## config.mk

```make
export PLATFORM = sky130hd
export DESIGN_NAME = crack_sched_flat
export DESIGN_NICKNAME = d
export VERILOG_FILES = /design/src/rtl/crack_pkg.sv /design/src/rtl/crack_sched_if.sv /design/src/rtl/crack_pt_mux.sv /design/src/rtl/crack_sched.sv /design/src/flat_wrapper.sv
export SDC_FILE = /design/constraint.sdc
export NUM_CORES = 1
export LEC_CHECK = 0
export CORE_MARGIN = 5
export CORE_UTILIZATION = 44
export DETAILED_ROUTE_END_ITERATION = 10
export HOLD_SLACK_MARGIN = 0.1
export PLACE_DENSITY_LB_ADDON = 0.3
export SLEW_MARGIN = 20
export SYNTH_ARGS = -nofsm -noshare
export SYNTH_HDL_FRONTEND = slang
export SYNTH_SLANG_ARGS = --single-unit
export TNS_END_PERCENT = 1
```

## constraint.sdc

```tcl
create_clock -name clk -period 4.08 [get_ports clk]
set_input_delay 0.816 -clock clk [delete_from_list [all_inputs] [get_ports clk]]
set_output_delay 0.816 -clock clk [all_outputs]
set_load 0.05 [all_outputs]
```

## src/rtl/crack_pkg.sv

```systemverilog
// rtl/crack_pkg.sv - shared state type, widths and constants for the crack scheduler
package crack_pkg;

  localparam int KEY_W = 24;
  localparam logic [1:0] ENG_PARITY = 2'b10;
  localparam logic [KEY_W-1:0] KEY_LIMIT = 24'hFFFFFF;

  typedef enum logic [2:0] {
    IDLE,
    RST_ENG,
    LAUNCH,
    RUN,
    STOP,
    DONE
  } sched_state_t;

  // Among engines reporting found, return the index holding the smaller key
  function automatic logic pick_winner(input logic [1:0] found,
                                       input logic [1:0][KEY_W-1:0] keys);
    logic [KEY_W-1:0] best;
    logic win;
    best = KEY_LIMIT;
    win = 1'b0;
    for (int i = 0; i < 2; i++) begin
      if (found[i] && keys[i] <= best) begin
        best = keys[i];
        win = i[0];
      end
    end
    return win;
  endfunction

endpackage

```

## src/rtl/crack_sched_if.sv

```systemverilog
// rtl/crack_sched_if.sv - host and engine-pair signal bundle for crack_sched
interface crack_sched_if #(parameter int CYC_W = 32);
  import crack_pkg::*;

  logic                  en;
  logic                  abort;
  logic                  rdy;
  logic                  key_valid;
  logic [KEY_W-1:0]      key;
  logic                  winner;
  logic [CYC_W-1:0]      cycles;
  logic [7:0]            pt_addr;
  logic [7:0]            pt_rddata;
  logic [1:0]            eng_rst_n;
  logic [1:0]            eng_start;
  logic [1:0]            eng_en;
  logic [1:0]            eng_stop;
  logic [1:0]            eng_rdy;
  logic [1:0]            eng_done;
  logic [1:0]            eng_found;
  logic [1:0][KEY_W-1:0] eng_key;
  logic [1:0][7:0]       eng_pt_addr;
  logic [1:0][7:0]       eng_pt_rddata;

  modport slave (
    input  en, abort, pt_addr, eng_rdy, eng_done, eng_found, eng_key, eng_pt_rddata,
    output rdy, key_valid, key, winner, cycles, pt_rddata,
           eng_rst_n, eng_start, eng_en, eng_stop, eng_pt_addr
  );

  modport master (
    output en, abort, pt_addr, eng_rdy, eng_done, eng_found, eng_key, eng_pt_rddata,
    input  rdy, key_valid, key, winner, cycles, pt_rddata,
           eng_rst_n, eng_start, eng_en, eng_stop, eng_pt_addr
  );

endinterface

```

## src/rtl/crack_pt_mux.sv

```systemverilog
// rtl/crack_pt_mux.sv - routes host plaintext reads to the winning engine's memory
module crack_pt_mux
  import crack_pkg::*;
(
  input  logic            clk,
  input  logic            rst,
  input  logic            i_winner,
  input  logic [7:0]      i_pt_addr,
  input  logic [1:0][7:0] i_eng_pt_rddata,
  output logic [1:0][7:0] o_eng_pt_addr,
  output logic [7:0]      o_pt_rddata
);

  logic r_winner_q;

  // Delayed select lines up with the one-cycle read latency of the engine memories
  always_ff @(posedge clk) begin
    if (rst) r_winner_q <= 1'b0;
    else     r_winner_q <= i_winner;
  end

  always_comb begin
    o_eng_pt_addr = '0;
    o_eng_pt_addr[i_winner] = i_pt_addr;
  end

  assign o_pt_rddata = i_eng_pt_rddata[r_winner_q];

endmodule

```

## src/rtl/crack_sched.sv

```systemverilog
// rtl/crack_sched.sv - two-engine key-search scheduler: reset, launch, arbitrate, stop, readback
module crack_sched
  import crack_pkg::*;
#(
  parameter int CYC_W = 32
) (
  input logic          clk,
  input logic          rst,
  crack_sched_if.slave bus
);

  sched_state_t     r_state;
  logic             r_rst_cnt;
  logic [1:0]       r_exh;
  logic             r_rdy;
  logic             r_key_valid;
  logic             r_winner;
  logic [KEY_W-1:0] r_key;
  logic [CYC_W-1:0] r_cycles;
  logic [1:0]       r_eng_rst_n;
  logic [1:0]       r_eng_en;
  logic [1:0]       r_eng_stop;

  logic [1:0]       w_found;
  logic [1:0]       w_exh_next;
  logic             w_win;

  assign w_found    = bus.eng_done & bus.eng_found;
  assign w_exh_next = r_exh | (bus.eng_done & ~bus.eng_found);
  assign w_win      = pick_winner(w_found, bus.eng_key);

  always_ff @(posedge clk) begin
    if (rst) begin
      r_state     <= IDLE;
      r_rst_cnt   <= 1'b0;
      r_exh       <= 2'b00;
      r_rdy       <= 1'b1;
      r_key_valid <= 1'b0;
      r_winner    <= 1'b0;
      r_key       <= '0;
      r_cycles    <= '0;
      r_eng_rst_n <= 2'b00;
      r_eng_en    <= 2'b00;
      r_eng_stop  <= 2'b00;
    end else begin
      r_eng_en    <= 2'b00;
      r_eng_stop  <= 2'b00;
      r_eng_rst_n <= 2'b11;
      if ((r_state == LAUNCH || r_state == RUN) && r_cycles != '1)
        r_cycles <= r_cycles + 1'b1;
      case (r_state)
        IDLE: begin
          if (bus.en) begin
            r_state     <= RST_ENG;
            r_rdy       <= 1'b0;
            r_cycles    <= '0;
            r_key_valid <= 1'b0;
            r_key       <= '0;
            r_winner    <= 1'b0;
            r_eng_rst_n <= 2'b00;
            r_rst_cnt   <= 1'b0;
          end
        end
        RST_ENG: begin
          r_rst_cnt <= 1'b1;
          if (!r_rst_cnt) r_eng_rst_n <= 2'b00;
          else            r_state     <= LAUNCH;
        end
        LAUNCH: begin
          if (bus.abort) begin
            r_eng_stop <= 2'b11;
            r_state    <= STOP;
          end else if (bus.eng_rdy == 2'b11) begin
            r_eng_en <= 2'b11;
            r_exh    <= 2'b00;
            r_state  <= RUN;
          end
        end
        RUN: begin
          // abort outranks a same-cycle find, and a find outranks exhaustion
          if (bus.abort) begin
            r_eng_stop <= 2'b11;
            r_state    <= STOP;
          end else if (|w_found) begin
            r_key       <= bus.eng_key[w_win];
            r_winner    <= w_win;
            r_key_valid <= 1'b1;
            r_eng_stop  <= w_win ? 2'b01 : 2'b10;
            r_state     <= STOP;
          end else begin
            r_exh <= w_exh_next;
            if (&w_exh_next) r_state <= DONE;
          end
        end
        STOP: r_state <= DONE;
        DONE: begin
          r_state <= IDLE;
          r_rdy   <= 1'b1;
        end
        default: r_state <= IDLE;
      endcase
    end
  end

  assign bus.rdy       = r_rdy;
  assign bus.key_valid = r_key_valid;
  assign bus.key       = r_key;
  assign bus.winner    = r_winner;
  assign bus.cycles    = r_cycles;
  assign bus.eng_rst_n = r_eng_rst_n;
  assign bus.eng_start = ENG_PARITY;
  assign bus.eng_en    = r_eng_en;
  assign bus.eng_stop  = r_eng_stop;

  crack_pt_mux u_pt_mux (
    .clk             (clk),
    .rst             (rst),
    .i_winner        (r_winner),
    .i_pt_addr       (bus.pt_addr),
    .i_eng_pt_rddata (bus.eng_pt_rddata),
    .o_eng_pt_addr   (bus.eng_pt_addr),
    .o_pt_rddata     (bus.pt_rddata)
  );

endmodule

```

## src/flat_wrapper.sv

```systemverilog
// flat-port wrapper written by rule: the top's interface ports become plain ports
module crack_sched_flat import crack_pkg::*;
#(
  parameter int CYC_W = 32
)
  (clk, rst, bus_en, bus_abort, bus_pt_addr, bus_eng_rdy, bus_eng_done, bus_eng_found, bus_eng_key, bus_eng_pt_rddata, bus_rdy, bus_key_valid, bus_key, bus_winner, bus_cycles, bus_pt_rddata, bus_eng_rst_n, bus_eng_start, bus_eng_en, bus_eng_stop, bus_eng_pt_addr);
  crack_sched_if #(.CYC_W(CYC_W)) bus_i ();
  input logic clk;
  input logic rst;
  input wire logic [$bits(bus_i.en)-1:0] bus_en;
  input wire logic [$bits(bus_i.abort)-1:0] bus_abort;
  input wire logic [$bits(bus_i.pt_addr)-1:0] bus_pt_addr;
  input wire logic [$bits(bus_i.eng_rdy)-1:0] bus_eng_rdy;
  input wire logic [$bits(bus_i.eng_done)-1:0] bus_eng_done;
  input wire logic [$bits(bus_i.eng_found)-1:0] bus_eng_found;
  input wire logic [$bits(bus_i.eng_key)-1:0] bus_eng_key;
  input wire logic [$bits(bus_i.eng_pt_rddata)-1:0] bus_eng_pt_rddata;
  output wire logic [$bits(bus_i.rdy)-1:0] bus_rdy;
  output wire logic [$bits(bus_i.key_valid)-1:0] bus_key_valid;
  output wire logic [$bits(bus_i.key)-1:0] bus_key;
  output wire logic [$bits(bus_i.winner)-1:0] bus_winner;
  output wire logic [$bits(bus_i.cycles)-1:0] bus_cycles;
  output wire logic [$bits(bus_i.pt_rddata)-1:0] bus_pt_rddata;
  output wire logic [$bits(bus_i.eng_rst_n)-1:0] bus_eng_rst_n;
  output wire logic [$bits(bus_i.eng_start)-1:0] bus_eng_start;
  output wire logic [$bits(bus_i.eng_en)-1:0] bus_eng_en;
  output wire logic [$bits(bus_i.eng_stop)-1:0] bus_eng_stop;
  output wire logic [$bits(bus_i.eng_pt_addr)-1:0] bus_eng_pt_addr;
  assign bus_i.en = bus_en;
  assign bus_i.abort = bus_abort;
  assign bus_i.pt_addr = bus_pt_addr;
  assign bus_i.eng_rdy = bus_eng_rdy;
  assign bus_i.eng_done = bus_eng_done;
  assign bus_i.eng_found = bus_eng_found;
  assign bus_i.eng_key = bus_eng_key;
  assign bus_i.eng_pt_rddata = bus_eng_pt_rddata;
  assign bus_rdy = bus_i.rdy;
  assign bus_key_valid = bus_i.key_valid;
  assign bus_key = bus_i.key;
  assign bus_winner = bus_i.winner;
  assign bus_cycles = bus_i.cycles;
  assign bus_pt_rddata = bus_i.pt_rddata;
  assign bus_eng_rst_n = bus_i.eng_rst_n;
  assign bus_eng_start = bus_i.eng_start;
  assign bus_eng_en = bus_i.eng_en;
  assign bus_eng_stop = bus_i.eng_stop;
  assign bus_eng_pt_addr = bus_i.eng_pt_addr;
  crack_sched #(.CYC_W(CYC_W)) u_core (.clk(clk), .rst(rst), .bus(bus_i));
endmodule
```

==> reports/summary.json, run 1 <==
{
  "ys_dominant_reg_cell": "dfxtp_1",
  "initial_core_utilization_pct": 44.6,
  "synth_edf_count": 0,
  "detail-route-antenna-nets": 0,
  "critical_path_required_ns": 4.29,
  "post_synthesis_to_final_layout_area_growth_pct": 46.0,
  "io_pins": 173,
  "cap_viol_max_count": 0,
  "share_of_layout_cells_above_drive_strength_1_pct": 6.29,
  "drtIter0Drc": 175,
  "grt_antenna_before_repair": 0,
  "cts-resized-gates": 0,
  "grt_pass1_wl_um": 21600,
  "clock_power_share_pct": 32.1,
  "synth.yosys.warnings": 0,
  "worst_setup_path_start_kind": "input pin",
  "share_of_the_yosys_chip_area_belonging_to_registers_pct": 32.6,
  "clkSinkCount": 70,
  "yosys.area_share.simple_pct": 32.6,
  "power.internal_mw": 1.31,
  "vias_per_cell": 5.47,
  "cts_root_buf": "clkbuf_8",
  "grt_usage_pct": 22.4,
  "power.switching_fraction_pct": 34.3,
  "finalWorstPathRequiredPeriod_ns": 3.62,
  "synth_cell_types": 55,
  "syn_avg_cell_area_um2": 7.96,
  "clock_latency_ns": 0.35,
  "comb_power_share_pct": 29.4,
  "synth-async-reset-ratio_pct": 0,
  "finalSetupViolations": 0,
  "syn_area_um2": 4300,
  "die-area_um2": 11900,
  "synthesized_area_fraction_occupied_by_xor_and_xnor_cells_pct": 5.09,
  "worst-setup-path-type": "in -> reg",
  "critPathArrivalTime_ns": 3.83,
  "dp.final_hpwl_um": 10300,
  "syn-instance-count": 540,
  "dieHeight_um": 109,
  "place.gp.congestion": 0.915,
  "synth_top_family_by_area": "simple AND/OR/NAND/NOR gates",
  "dp_cells": 817,
  "worstRegToRegCells": 7,
  "post-route-drc-count": 0,
  "holdBufCountCts": 0,
  "final_max_slew_viol_count": 0,
  "dieWidth_um": 109,
  "total_switching_power_mw": 0.684,
  "max-clock-path-buffers": 2,
  "placementRows": 36,
  "clk_pin_slew_ns": 0.07,
  "rsz_0062_raised_after_global_routing": "false",
  "final_core_utilization_pct": 65.1,
  "cts_tree": "yes",
  "finalHoldViolCount": 0,
  "finalCritPeriodShare_pct": 88.8,
  "drtPass1Iterations": 5,
  "worstHoldPathType": "reg -> reg",
  "num-nets-final": 802,
  "cts_buffers": 9,
  "final_non_filler_cells": 833,
  "remaining_overflow_grt": 0,
  "cellPowerDensity_nw_per_um2": 317,
  "muxShareOfSynthArea_pct": 2.56,
  "leakage_nw": 2.37,
  "htreeDepth": 3,
  "core_area_um2": 9640,
  "run_status": "completed",
  "num_vias": 4559,
  "worst_case_clock_skew_ns": 0.00838,
  "synth.ff_latch_count": 70,
  "vdd_ir_drop_max_mv": 0.156,
  "hold_path_stages": 1,
  "timing.critical_path.to_type": "flip-flop",
  "grt_start_max_net_pins": 32,
  "power.share.sequential_pct": 38.4,
  "wl_um": 13400,
  "detail_route.wl_per_cell_um": 16.1,
  "setup_total_negative_slack_ns": 0,
  "slew_headroom_pct": 44.8,
  "n_antenna_cell": 0,
  "timing_worst_slew_pin_value_ns": 0.829,
  "synthesized_area_fraction_occupied_by_adder_cells_pct": 7.27,
  "max_freq_mhz": 276,
  "synthesis.nets": 647,
  "cts.repair_timing.setup_buffer_count": 0,
  "crit_fanout": 24,
  "grt_pass1_vias": 4540,
  "placement.io_buffers": 170,
  "synth-compound-area-share_pct": 14.9
}
==> final timing paths <==
check,from,end,slack [ns]
setup reg to reg,u_core.r_state[1],u_core.bus.key[2],1.57
setup / recovery,bus_eng_found[0],u_core.bus.eng_stop[1],0.46
hold reg to reg,u_core.r_exh[1],u_core.r_exh[1],0.48
hold / removal,u_core.r_exh[1],u_core.r_exh[1],0.48
==> worst max-delay path: stages <==
cell and delay, ns:
clkdlybuf4s50_1 0.44, nand2_1 0.07, buf_4 0.25, nor2_1 0.07, ha_1 0.31, nand4_1 0.20, nor3_1 0.09, a2111oi_0 0.64
o2111ai_2 0.39, buf_4 0.32, a21oi_1 0.15, nor3_1 0.06
==> Yosys cell counts (all sizes together) (2+ instances only) <==
| master | count | area (µm²) |
|---|---|---|
| a21o | 4 | 30.0 |
| a21oi | 22 | 110 |
| a22o | 2 | 17.5 |
| a22oi | 24 | 180 |
| a31o | 2 | 17.5 |
| and2 | 15 | 93.8 |
| and3 | 5 | 31.3 |
| and4 | 6 | 55.1 |
| buf | 21 | 133 |
| clkbuf | 14 | 52.6 |
| conb | 2 | 7.51 |
| dfxtp | 70 | 1400 |
| ha | 25 | 313 |
| inv | 5 | 18.8 |
| mux2 | 8 | 90.1 |
| mux2i | 2 | 20.0 |
| nand2 | 35 | 131 |
| nand2b | 3 | 18.8 |
| nand3 | 83 | 415 |
| nand4 | 11 | 83.8 |
| nor2 | 73 | 274 |
| nor2b | 17 | 106 |
| nor3 | 9 | 45.0 |
| nor3b | 3 | 32.5 |
| nor4 | 5 | 52.6 |
| o2111ai | 6 | 52.6 |
| o211ai | 3 | 22.5 |
| o21a | 6 | 45.0 |
| o21ai | 15 | 75.1 |
| o22a | 2 | 17.5 |
| or2 | 2 | 12.5 |
| or3 | 3 | 18.8 |
| xnor2 | 7 | 61.3 |
| xor2 | 18 | 158 |
==> cells in the final DEF (no fill, tap or decap), drive strengths merged, types with 17 or more instances in the layout <==
master         count
a21oi             22
a22oi             24
clkdlybuf4s50    170
dfxtp             70
ha                25
nand2             35
nand3             83
nor2              73
nor2b             17
xor2              18
==> power groups by stage <==
stage / logic [mW] / clock network, mW / registers, mW
after global placement: 0.571 / 0 / 0.779
after global routing: 0.629 / 0.677 / 0.771
final: 0.587 / 0.640 / 0.766
after CTS: 0.585 / 0.651 / 0.765
after floorplan: 0.321 / 0 / 0.822
after detailed placement: 0.581 / 0 / 0.781
==> metrics by stage <==
step	cell area (µm²)	hold WS (ns)	worst slack (ns)	power (mW)
finish	6280	0.477	0.459	1.99
global route	6280	0.508	0.269	2.08
global placement	6060	0.447	0.276	1.35
CTS	6280	0.478	0.539	2.00
detailed placement	6060	0.461	0.172	1.36
floorplan	4300	0.441	0.999	1.14
==> registers in the layout (all words and copies together), names as in the netlist <==
signal / count
u_core.bus.key: 24
u_core.r_exh: 2
u_core.r_rst_cnt: 1
u_core.u_pt_mux.r_winner_q: 1
u_core.bus.key_valid: 1
u_core.bus.winner: 1
u_core.r_state: 3
u_core.bus.cycles: 32
u_core.bus.rdy: 1
u_core.bus.eng_en: 1
u_core.bus.eng_rst_n: 1
u_core.bus.eng_stop: 2
==> metal layers <==
layer | routed length (µm) | track usage (%) | vias to the layer above | part of all wire, %
li1 | - | - | 2248 | -
met1 | 5320 | 26.8 | 2141 | 40
met2 | 7090 | 40.5 | 153 | 53
met3 | 800 | 4.14 | 17 | 6.0
met4 | 197 | 6.58 | 0 | 1.5
met5 | 0 | 0 | - | 0
==> cell families (layout without fill, tap and decap cells) <==
kind of cell,count (synthesis),after routing
simple gates,273,273
compound gates,95,95
flops,70,70
buf+inv,40,200
fa+ha+maj,25,25
xor+xnor,25,25
mux,10,10
other cells,2,2
==> cell type report <==
type	instances	area, µm²
well taps	133	166
clock buffers	11	141
flip-flops and latches	70	1400
clock inverters	5	81.3
repair buffers	179	1770
fillers	849	3360
multi-input cells	430	2700
inverters	5	18.8
(Power assumes the default switching activity.)
==> inputs of run 2 (changes only) <==
- SETUP_SLACK_MARGIN: not set -> 0.1
==> results of run 2 <==
The final DEF is identical to that of run 1; final timing and power are the same.
